==> config.mk <==
export PLATFORM = sky130hd
export DESIGN_NAME = fft_stage_sequencer_flat
export DESIGN_NICKNAME = d
export VERILOG_FILES = /design/src/rtl/fft_stage_sequencer_if.sv /design/src/rtl/fft_stage_sequencer.sv /design/src/flat_wrapper.sv
export SDC_FILE = /design/constraint.sdc
export NUM_CORES = 1
export LEC_CHECK = 0
export CORE_MARGIN = 2
export CORE_UTILIZATION = 60
export CTS_CLUSTER_DIAMETER = 60
export DETAILED_ROUTE_END_ITERATION = 8
export PLACE_DENSITY = 0.89
export SYNTH_ARGS = -nofsm -noshare
export SYNTH_HDL_FRONTEND = slang
export SYNTH_SLANG_ARGS = --single-unit
==> constraint.sdc <==
create_clock -name clk -period 8.4 [get_ports clk]
set_input_delay 1.68 -clock clk [delete_from_list [all_inputs] [get_ports clk]]
set_output_delay 1.68 -clock clk [all_outputs]
set_load 0.05 [all_outputs]
==> src/rtl/fft_stage_sequencer_if.sv <==
// Butterfly request/retire channel between the FFT stage sequencer (master) and the datapath (slave).
interface fft_stage_sequencer_if #(
   parameter int unsigned LOG2N_MAX = 12
);
   logic                 bf_valid;
   logic                 bf_ready;
   logic [LOG2N_MAX-1:0] bf_addr_a;
   logic [LOG2N_MAX-1:0] bf_addr_b;
   logic [LOG2N_MAX-2:0] bf_tw_addr;
   logic                 bf_swap;
   logic                 bf_done;

   modport master (
      output bf_valid, bf_addr_a, bf_addr_b, bf_tw_addr, bf_swap,
      input  bf_ready, bf_done
   );

   modport slave (
      input  bf_valid, bf_addr_a, bf_addr_b, bf_tw_addr, bf_swap,
      output bf_ready, bf_done
   );
endinterface

==> src/rtl/fft_stage_sequencer.sv <==
// Stage/butterfly sequencer for the in-place radix-2 DIT FFT; drains in-flight work between stages.
// Optional bit-reverse swap pass before stage 0 is enabled by defining FFT_STAGE_SEQ_BITREV_EN.
module fft_stage_sequencer #(
   parameter int unsigned LOG2N_MAX  = 12,
   parameter int unsigned INFLIGHT_W = 5
) (
   input  logic                         clk,
   input  logic                         rst,
   input  logic                         start,
   input  logic [3:0]                   cfg_log2n,
   fft_stage_sequencer_if.master        bf,
   output logic [3:0]                   stage,
   output logic                         busy,
   output logic                         done,
   output logic                         err
);
   localparam int unsigned AW = LOG2N_MAX;
   localparam int unsigned KW = LOG2N_MAX - 1;
   localparam int unsigned IW = INFLIGHT_W;
   localparam logic [IW-1:0] INFLIGHT_MAX = '1;

`ifdef FFT_STAGE_SEQ_BITREV_EN
   typedef enum logic [2:0] {IDLE, BITREV, RUN, DRAIN, FINISH} state_t;
`else
   typedef enum logic [2:0] {IDLE, RUN, DRAIN, FINISH} state_t;
`endif

   state_t        state_q, state_d;
   logic [3:0]    l_q, l_d, s_q, s_d;
   logic [KW-1:0] k_q, k_d;
   logic [IW-1:0] inflight_q, inflight_d;
   logic          err_q, err_d, armed_q, armed_d;
   logic          valid_q, valid_d, swap_q, swap_d;
   logic [AW-1:0] addr_a_q, addr_a_d, addr_b_q, addr_b_d;
   logic [KW-1:0] tw_q, tw_d;
   logic          done_q, busy_q;
   logic          xfer, last_k, load_run;
`ifdef FFT_STAGE_SEQ_BITREV_EN
   logic [AW:0]   idx_q, idx_d;
   logic          swap_phase_q, swap_phase_d;
   logic [AW-1:0] rev;
`endif

   function automatic logic [3:0] clamp_l(input logic [3:0] c);
      if (c == 4'd0) return 4'd1;
      if (32'(c) > LOG2N_MAX) return 4'(LOG2N_MAX);
      return c;
   endfunction

   // Upper-wing address: butterfly group index shifted past the wing bit, offset by position in group.
   function automatic logic [AW-1:0] pair_base(input logic [KW-1:0] k, input logic [3:0] s);
      logic [AW-1:0] kk, pos;
      kk  = AW'(k);
      pos = kk & ((AW'(1) << s) - AW'(1));
      return ((kk >> s) << (s + 4'd1)) | pos;
   endfunction

   function automatic logic [KW-1:0] twiddle(input logic [KW-1:0] k, input logic [3:0] s,
                                             input logic [3:0] l);
      logic [KW-1:0] pos;
      pos = k & ((KW'(1) << s) - KW'(1));
      return pos << (l - 4'd1 - s);
   endfunction

`ifdef FFT_STAGE_SEQ_BITREV_EN
   function automatic logic [AW-1:0] bitrev(input logic [AW-1:0] i, input logic [3:0] l);
      logic [AW-1:0] r;
      r = '0;
      for (int unsigned b = 0; b < AW; b++)
         if (b < 32'(l)) r[b] = i[32'(l) - 32'd1 - b];
      return r;
   endfunction
`endif

   assign xfer   = valid_q & bf.bf_ready;
   assign last_k = (k_q == ((KW'(1) << (l_q - 4'd1)) - KW'(1)));

   always_comb begin
      state_d    = state_q;
      l_d        = l_q;
      s_d        = s_q;
      k_d        = k_q;
      inflight_d = inflight_q;
      err_d      = err_q;
      armed_d    = armed_q;
      valid_d    = valid_q;
      swap_d     = swap_q;
      addr_a_d   = addr_a_q;
      addr_b_d   = addr_b_q;
      tw_d       = tw_q;
      load_run   = 1'b0;
`ifdef FFT_STAGE_SEQ_BITREV_EN
      idx_d        = idx_q;
      swap_phase_d = swap_phase_q;
      rev          = '0;
`endif

      // Retires without a matching request only count as errors once a transform has been accepted.
      if (xfer && !bf.bf_done) begin
         if (inflight_q == INFLIGHT_MAX) begin
            if (armed_q) err_d = 1'b1;
         end else begin
            inflight_d = inflight_q + IW'(1);
         end
      end else if (!xfer && bf.bf_done) begin
         if (inflight_q == '0) begin
            if (armed_q) err_d = 1'b1;
         end else begin
            inflight_d = inflight_q - IW'(1);
         end
      end

      unique case (state_q)
         IDLE: begin
            valid_d = 1'b0;
            if (start) begin
               l_d     = clamp_l(cfg_log2n);
               s_d     = '0;
               k_d     = '0;
               err_d   = 1'b0;
               armed_d = 1'b1;
`ifdef FFT_STAGE_SEQ_BITREV_EN
               state_d      = BITREV;
               idx_d        = '0;
               swap_phase_d = 1'b1;
`else
               state_d  = RUN;
               load_run = 1'b1;
`endif
            end
         end
`ifdef FFT_STAGE_SEQ_BITREV_EN
         // Scan one index per cycle; only indices below their reversal produce a swap request.
         BITREV: begin
            if (!valid_q || xfer) begin
               valid_d = 1'b0;
               if (idx_q == ((AW + 1)'(1) << l_q)) begin
                  state_d = DRAIN;
               end else if (inflight_d != INFLIGHT_MAX) begin
                  rev = bitrev(idx_q[AW-1:0], l_q);
                  if (idx_q[AW-1:0] < rev) begin
                     valid_d  = 1'b1;
                     addr_a_d = idx_q[AW-1:0];
                     addr_b_d = rev;
                     tw_d     = '0;
                     swap_d   = 1'b1;
                  end
                  idx_d = idx_q + (AW + 1)'(1);
               end
            end
         end
`endif
         RUN: begin
            if (xfer && last_k) begin
               state_d = DRAIN;
               valid_d = 1'b0;
            end else begin
               if (xfer) k_d = k_q + KW'(1);
               load_run = 1'b1;
            end
         end
         DRAIN: begin
            valid_d = 1'b0;
            if (inflight_d == '0) begin
`ifdef FFT_STAGE_SEQ_BITREV_EN
               if (swap_phase_q) begin
                  swap_phase_d = 1'b0;
                  s_d          = '0;
                  k_d          = '0;
                  state_d      = RUN;
                  load_run     = 1'b1;
               end else
`endif
               if (s_q < l_q - 4'd1) begin
                  s_d      = s_q + 4'd1;
                  k_d      = '0;
                  state_d  = RUN;
                  load_run = 1'b1;
               end else begin
                  state_d = FINISH;
               end
            end
         end
         FINISH: begin
            valid_d = 1'b0;
            state_d = IDLE;
         end
         default: begin
            valid_d = 1'b0;
            state_d = IDLE;
         end
      endcase

      // Request fields are recomputed from (s, k), so a stalled request stays stable.
      if (load_run) begin
         valid_d  = (inflight_d != INFLIGHT_MAX);
         addr_a_d = pair_base(k_d, s_d);
         addr_b_d = addr_a_d + (AW'(1) << s_d);
         tw_d     = twiddle(k_d, s_d, l_d);
         swap_d   = 1'b0;
      end
   end

   always_ff @(posedge clk) begin
      if (rst) begin
         state_q    <= IDLE;
         l_q        <= 4'd1;
         s_q        <= '0;
         k_q        <= '0;
         inflight_q <= '0;
         err_q      <= 1'b0;
         armed_q    <= 1'b0;
         valid_q    <= 1'b0;
         swap_q     <= 1'b0;
         addr_a_q   <= '0;
         addr_b_q   <= '0;
         tw_q       <= '0;
         done_q     <= 1'b0;
         busy_q     <= 1'b0;
`ifdef FFT_STAGE_SEQ_BITREV_EN
         idx_q        <= '0;
         swap_phase_q <= 1'b0;
`endif
      end else begin
         state_q    <= state_d;
         l_q        <= l_d;
         s_q        <= s_d;
         k_q        <= k_d;
         inflight_q <= inflight_d;
         err_q      <= err_d;
         armed_q    <= armed_d;
         valid_q    <= valid_d;
         swap_q     <= swap_d;
         addr_a_q   <= addr_a_d;
         addr_b_q   <= addr_b_d;
         tw_q       <= tw_d;
         done_q     <= (state_d == FINISH);
         busy_q     <= (state_d != IDLE) && (state_d != FINISH);
`ifdef FFT_STAGE_SEQ_BITREV_EN
         idx_q        <= idx_d;
         swap_phase_q <= swap_phase_d;
`endif
      end
   end

   assign bf.bf_valid   = valid_q;
   assign bf.bf_addr_a  = addr_a_q;
   assign bf.bf_addr_b  = addr_b_q;
   assign bf.bf_tw_addr = tw_q;
   assign bf.bf_swap    = swap_q;
   assign stage         = s_q;
   assign busy          = busy_q;
   assign done          = done_q;
   assign err           = err_q;
endmodule
==> src/flat_wrapper.sv <==
// flat-port wrapper written by rule: the top's interface ports become plain ports
module fft_stage_sequencer_flat 
#(
   parameter int unsigned LOG2N_MAX  = 12,
   parameter int unsigned INFLIGHT_W = 5
)
  (clk, rst, start, cfg_log2n, stage, busy, done, err, bf_bf_valid, bf_bf_addr_a, bf_bf_addr_b, bf_bf_tw_addr, bf_bf_swap, bf_bf_ready, bf_bf_done);
  fft_stage_sequencer_if #(.LOG2N_MAX(LOG2N_MAX)) bf_i ();
  input  logic clk;
  input  logic rst;
  input  logic start;
  input  logic [3:0] cfg_log2n;
  output logic [3:0] stage;
  output logic busy;
  output logic done;
  output logic err;
  output wire logic [$bits(bf_i.bf_valid)-1:0] bf_bf_valid;
  output wire logic [$bits(bf_i.bf_addr_a)-1:0] bf_bf_addr_a;
  output wire logic [$bits(bf_i.bf_addr_b)-1:0] bf_bf_addr_b;
  output wire logic [$bits(bf_i.bf_tw_addr)-1:0] bf_bf_tw_addr;
  output wire logic [$bits(bf_i.bf_swap)-1:0] bf_bf_swap;
  input wire logic [$bits(bf_i.bf_ready)-1:0] bf_bf_ready;
  input wire logic [$bits(bf_i.bf_done)-1:0] bf_bf_done;
  assign bf_bf_valid = bf_i.bf_valid;
  assign bf_bf_addr_a = bf_i.bf_addr_a;
  assign bf_bf_addr_b = bf_i.bf_addr_b;
  assign bf_bf_tw_addr = bf_i.bf_tw_addr;
  assign bf_bf_swap = bf_i.bf_swap;
  assign bf_i.bf_ready = bf_bf_ready;
  assign bf_i.bf_done = bf_bf_done;
  fft_stage_sequencer #(.LOG2N_MAX(LOG2N_MAX), .INFLIGHT_W(INFLIGHT_W)) u_core (.clk(clk), .rst(rst), .start(start), .cfg_log2n(cfg_log2n), .bf(bf_i), .stage(stage), .busy(busy), .done(done), .err(err));
endmodule
==> metrics.md, run 1 <==
| Metric | Value |
|---|---|
| Root Driver | `clkbuf_8` |
| Critical Path Source | `bf_bf_done` |
| CP max-delay cell | `clkdlybuf4s50_1` |
| Worst Path Arrival | `8.07 ns` |
| Final design utilization | `69.3%` |
| Largest family of logic cells by synthesized area | `compound AO/OA/AOI/OAI gates` |
| Htree depth | `3` |
| Hold buffers post-CTS | `0` |
| Max-slew violations | `0` |
| TritonCTS clock tree | `yes` |
| Drt wl/cell | `18.8 µm` |
| Critical path peak fanout | `11` |
| Post-synth EDFFs | `0` |
| Detailed Route Iter0 Violations | `1047` |
| Initial Util | `61.0%` |
| Fin. Hold Viols | `0` |
| Register area share after synthesis | `21.5%` |
| Max-Cap Viols | `0` |
| HP Start | `u_core.bf.bf_addr_b[6]` |
| Final setup violation count | `0` |
| Worst path bufs/invs | `1` |
| Fin crit period | `7.78 ns` |
| Critical path class | `primary input to register` |
| Antenna Violating Nets Remaining | `0` |
| Die area | `11200 µm²` |
| Power per cell area | `134 nW/µm²` |
| Cell taking the most area after synthesis | `dfxtp_1` |
| Filler cell count | `818` |
| Post-synth cell types | `96` |
| Avg Inst Size Synth | `7.42 µm²` |
| Fin Setup TNS | `0 ns` |
| Initial antenna violation count | `0` |
| Skew final | `0.0111 ns` |
| Pleak | `0.00269 µW` |
| Detailed Routing Iterations Pass 1 | `7` |
| Post-synthesis register bit count | `67` |
| Top FF cell, synth | `dfxtp_1` |
| Vias in the first global route | `6265` |
| Synth Area in Simple Gates | `26.1%` |
| Final setup margin | `0.624 ns` |
| Core Area | `10200 µm²` |
| Slew Limit Headroom | `26.8%` |
| Syn-to-layout area delta | `13.6%` |
| Startpoint Class | `primary input` |
| I/O pin count | `53` |
| Worst Hold Class | `register to register` |
| VDD IR max | `0.000105 V` |
| Rows | `37` |
| Crit path top cell by count | `a21oi_1` |
| Worst-Margin Slew | `1.10 ns` |
| Final wirelength | `19.0 mm` |
| Die H | `106 µm` |
| Share of cells above drive strength 1 | `10.3%` |
| Pin count of the biggest net entering global routing | `66` |
| XOR/XNOR Fraction of Synth Area | `3.97%` |
| Clock sink total | `67` |
| CP delay by family, top | `compound AO/OA/AOI/OAI gates` |
| Clock transition at the registers of the reported paths | `0.08 ns` |
| Reg2reg start | `u_core.l_q[0]` |
| Drt drc | `0` |
| Post-Synth Adder-Cell Area | `7.26%` |
| CP Capture Type | `register` |
| First-pass GRT wire length | `30.4 mm` |
| Die X | `106 µm` |
| WP data required | `8.69 ns` |
| CTS Buffer Depth | `2` |
| Largest stage delay, worst path | `0.58 ns` |
| CTS Buf Count | `9` |
| Synth area leaders | `dfxtp_1 21%, ha_1 6.6%, nor2_1 6.1%, nand2_1 6.0%, a21oi_1 5.3%` |
| Synth Instances | `841` |
| Synth Area in Compound Gates | `30.8%` |
| Post-synth ARST share | `0%` |
| Yosys Warn Count | `0` |
| Post-synthesis cell area | `6240 µm²` |
| Via Count | `6743` |
| RSZ-0062 raised after global routing | `false` |
| GRT overflow | `0` |
| Diode count | `0` |
| Post-DP HPWL | `13.7 mm` |
| RD Place Congestion | `1.00` |
| Final nets | `916` |
| Post-DR vias/cell | `6.66` |
| Status | `complete, no violations` |
| I/O Buffers | `51` |
| Setup WS pre-CTS | `0.306 ns` |
| All-Layer GR Usage | `33.2%` |
| Final Cycle Share | `92.6%` |
| Proportion of synthesized area in mux cells | `4.65%` |
| WHS | `0.453 ns` |
| Highest Clock Rate | `129 MHz` |
| Area fraction of the dominant cell type after synthesis | `21.5%` |
| Worst-skew pair later-pin latency | `0.37 ns` |
==> metrics by stage <==
step | power, µW | cells | instance area, µm²
after floorplan | 590 | 842 | 6240
after detailed placement | 653 | 995 | 6850
after global routing | 990 | 1013 | 7090
after CTS | 939 | 1011 | 7050
final | 948 | 1013 | 7090
after global placement | 647 | 995 | 6850
==> path summary, 6_finish.rpt <==
kind | endpoint | slack, ns | cells past startpoint
worst max register to register | u_core.bf.bf_addr_b[11] | 0.78 | 33
worst max-delay path | u_core.bf.bf_addr_b[11] | 0.62 | 27
worst min register to register | u_core.bf.bf_addr_b[6] | 0.45 | 2
worst min-delay path | u_core.bf.bf_addr_b[6] | 0.45 | 2
==> Yosys cell counts, types with 4 or more instances <==
master / number
o31ai_1: 6
and3_1: 11
nor2b_1: 8
o21a_1: 11
o21ai_1: 6
a22o_1: 5
o31a_1: 6
and4_1: 4
nand2b_1: 5
o21ai_0: 29
clkbuf_1: 36
nand3_1: 22
a311oi_1: 10
o21bai_1: 8
or3_1: 5
and2_1: 11
o22ai_1: 12
nand4_1: 10
mux2_2: 6
inv_1: 32
a22oi_1: 12
a21oi_1: 66
a211oi_1: 11
mux2i_1: 11
ha_1: 33
o211ai_1: 12
a31oi_1: 9
a21o_1: 6
dfxtp_1: 67
mux4_2: 5
buf_1: 5
nor4_1: 5
nand2_1: 99
nor2_1: 101
nand3b_1: 6
nor3_1: 26
buf_2: 10
o311ai_1: 5
xnor2_1: 22
==> report_power, final <==
group / internal, µW / switching (µW)
logic: 115 / 186
registers: 333 / 23.4
clock network: 142 / 149
total: 590 / 358
==> worst reg2reg max path, delay by kind of cell, from the launching register on <==
kind	cells	cell delay, ns
AO/OA/AOI/OAI	19	3.55
XOR/XNOR	2	0.58
adder cells (fa/ha/maj)	3	0.93
buffers and inverters	1	0.14
flip-flops	1	0.53
multiplexers	1	0.33
AND/OR/NAND/NOR	7	1.48
==> layer usage <==
layer  vias up  track usage [%]  share of wire [%]  wire, µm
met5         -                0                  0         0
met4         0             14.8                4.0       753
met3        85             5.95                9.3      1770
met2       432             54.9                 46      8760
met1      3050             42.4                 41      7720
li1       3176                -                  -         -
==> state kept, by name, indices dropped and copies added, names as in the netlist <==
register and cells:
u_core.armed_q 1, u_core.bf.bf_addr_a 12, u_core.bf.bf_addr_b 12, u_core.bf.bf_tw_addr 11
u_core.bf.bf_valid 1, u_core.busy 1, u_core.done 1, u_core.err 1
u_core.inflight_q 5, u_core.k_q 11, u_core.l_q 4, u_core.stage 4
u_core.state_q 3
==> layout make-up <==
class	instances	area (µm²)	area share (%)
multi-input cells	688	4580	64.6
flip-flops and latches	67	1340	18.9
repair buffers	73	671	9.46
well taps	136	170	2.40
clock buffers	9	124	1.75
inverters	33	124	1.75
clock inverters	7	82.6	1.16
==> timing repair <==
item / CTS / global route
resized for setup: 0 / 8
setup buffers: 0 / 2
endpoints found under the setup margin: 0 / 2
==> layout by cell type, fill, tap and decap left out, types with 5 or more instances in the layout <==
master / instances
a211oi_1: 10
a21o_1: 6
a21oi_1: 65
a22o_1: 5
a22oi_1: 12
a311oi_1: 10
a31oi_1: 9
and2_1: 10
and3_1: 11
buf_4: 22
clkbuf_8: 9
clkdlybuf4s50_1: 50
dfxtp_1: 67
ha_1: 33
inv_1: 32
mux2_2: 6
mux2i_1: 9
mux4_2: 5
nand2_1: 98
nand2b_1: 5
nand3_1: 22
nand3b_1: 6
nand4_1: 10
nor2_1: 101
nor2b_1: 8
nor3_1: 26
nor4_1: 5
o211ai_1: 12
o21a_1: 11
o21ai_0: 29
o21ai_1: 6
o21bai_1: 8
o22ai_1: 12
o311ai_1: 5
o31a_1: 6
o31ai_1: 5
or3_1: 5
xnor2_1: 22
==> kinds of logic (layout without fill, tap and decap cells) <==
| group | after synthesis | in the layout |
|---|---|---|
| xor gates and xnor gates | 25 | 25 |
| and+or+nand+nor | 337 | 337 |
| buffers and inverters | 87 | 122 |
| AOI/OAI and AO/OA | 267 | 267 |
| adders and majority gates | 35 | 35 |
| DFF | 67 | 67 |
| other | 1 | 2 |
| muxes | 22 | 22 |
Power figures use the tool's default switching activity.
==> inputs of run 2 (changes only) <==
CTS_BUF_LIST = sky130_fd_sc_hd__clkbuf_16   (was default)
==> run 2 against run 1 <==
Net effect: clock power grew 36%; maximum frequency shrank 0.18%; setup slack worse by 0.014 ns; sequential cell count stayed put; critical path depth grew 2; final cell count hardly changed; sequential power about the same; hold slack worse by 0.0041 ns; count of clock-buffer cells in the layout did not move; total power rose by 11%; non-clock buffer count grew 1; design area increased by 1.4%; largest cell class unchanged; highest routed layer unchanged.
==> metrics.md, run 2 (synthesized netlist as in run 1, its figures left out) <==
| Metric | Value |
|---|---|
| Worst Path Arrival | `8.05 ns` |
| Status | `complete, no violations` |
| Footprint of the multi-input gates | `4570 µm²` |
| Via Count | `6902` |
| Share of cells above drive strength 1 | `10.1%` |
| Pin count of the biggest net entering global routing | `66` |
| Diode count | `0` |
| Final design utilization | `70.3%` |
| WP data required | `8.66 ns` |
| CP max-delay cell | `clkdlybuf4s50_1` |
| CP Capture Type | `register` |
| Power per cell area | `147 nW/µm²` |
| Startpoint Class | `primary input` |
| TritonCTS clock tree | `yes` |
| Total design power | `1050 µW` |
| Fin. Hold Viols | `0` |
| CTS Buf Count | `9` |
| Worst-skew pair later-pin latency | `0.34 ns` |
| Die X | `106 µm` |
| Rows | `37` |
| All-Layer GR Usage | `34.3%` |
| Clock transition at the registers of the reported paths | `0.06 ns` |
| Worst Hold Class | `register to register` |
| Final wirelength | `19.5 mm` |
| Syn-to-layout area delta | `15.2%` |
| Max-Cap Viols | `0` |
| Initial Util | `61.0%` |
| I/O pin count | `53` |
| Worst path bufs/invs | `3` |
| Htree depth | `3` |
| Hold buffers post-CTS | `0` |
| Initial antenna violation count | `0` |
| Die area | `11200 µm²` |
| Core Area | `10200 µm²` |
| Max-slew violations | `0` |
| Final nets | `917` |
| Pleak | `0.00273 µW` |
| Dpl cells | `995` |
| Critical path peak fanout | `12` |
| Commonest non-fill, non-tap cell in the layout | `nor2_1` |
| Fin Setup TNS | `0 ns` |
| Most frequent cells in the layout | `101 x nor2_1, 99 x nand2_1, 67 x dfxtp_1` |
| Highest Clock Rate | `128 MHz` |
| Detailed Route Iter0 Violations | `1125` |
| Post-DP HPWL | `13.7 mm` |
| Post-DR vias/cell | `6.81` |
| VDD IR max | `0.000105 V` |
| Final setup violation count | `0` |
| Drt wl/cell | `19.3 µm` |
| RD Place Congestion | `1.00` |
| Cell Count, Final, Fillers Out | `1014` |
| Die H | `106 µm` |
| GRT overflow | `0` |
| FF/Latch Area | `1340 µm²` |
| DP Area | `6850 µm²` |
| Root Driver | `clkbuf_16` |
| Fin crit period | `7.79 ns` |
| Skew final | `0.00574 ns` |
| Largest stage delay, worst path | `0.57 ns` |
| Worst-Margin Slew | `1.11 ns` |
| First-pass GRT wire length | `31.2 mm` |
| Vias in the first global route | `6337` |
| CTS Buffer Depth | `2` |
| Final Cycle Share | `92.7%` |
| Critical path class | `primary input to register` |
| Drt drc | `0` |
| I/O Buffers | `51` |
| Slew Limit Headroom | `25.9%` |
| Antenna Violating Nets Remaining | `0` |
| Detailed Routing Iterations Pass 1 | `7` |
| Crit path top cell by count | `a21oi_1` |
| Filler cell count | `792` |
| Clock sink total | `67` |
| Post-route cell area | `7190 µm²` |
| CP delay by family, top | `compound AO/OA/AOI/OAI gates` |
==> run 2: changes by cell type in the layout (fill, tap and decap cells not counted) <==
cell	before	now
and4_2	1	2
clkbuf_16	0	9
clkbuf_8	9	0
nand2_1	98	99
buf_4	22	23
a211oi_1	10	11
and4_4	1	0
nand2_2	2	1
a211oi_2	2	1
==> run 2: layout make-up <==
| class | instances | area share [%] |
|---|---|---|
| inverters | 33 | 1.72 |
| clock buffers | 9 | 3.13 |
| repair buffers | 74 | 9.43 |
| flip-flops and latches | 67 | 18.7 |
| well taps | 136 | 2.37 |
| multi-input cells | 688 | 63.5 |
| clock inverters | 7 | 1.15 |
==> run 2: routing by layer <==
layer | GRT usage, % | wire length (µm) | vias to the layer above
met5 | 0 | 0 | -
met4 | 16.2 | 889 | 0
met3 | 7.73 | 1890 | 100
met2 | 56.6 | 9010 | 469
met1 | 42.6 | 7740 | 3151
li1 | - | - | 3182
==> run 2: what timing repair did <==
item,CTS,global route
buffers inserted,0,3
setup endpoints to repair,0,2
gates resized for setup,0,5
==> run 2: path summary, 6_finish.rpt <==
path / to / slack [ns] / cells after the start / start
setup / recovery: u_core.bf.bf_addr_b[11] / 0.61 / 29 / bf_bf_done
hold / removal: u_core.bf.bf_addr_b[6] / 0.45 / 2 / u_core.bf.bf_addr_b[6]
setup reg to reg: u_core.bf.bf_addr_b[11] / 0.66 / 33 / u_core.l_q[0]
hold reg to reg: u_core.bf.bf_addr_b[6] / 0.45 / 2 / u_core.bf.bf_addr_b[6]
==> run 2: tightest hold or removal path: stages (launching register included) <==
cell and delay, ns:
dfxtp_1 0.31, nand2_1 0.05, a21oi_1 0.05
==> run 2: power by group <==
part	switching (µW)	internal [µW]	total [µW]
Sequential	23.7	334	357
Combinational	185	114	299
Clock	162	235	397
==> run 2: metrics by stage <==
stage          setup WS [ns]  hold WS (ns)
5_1_grt             -0.00277         0.468
3_5_place_dp           0.306         0.444
6_report               0.609         0.449
2_1_floorplan           1.03         0.441
3_3_place_gp           0.572         0.440
4_1_cts                0.477         0.452
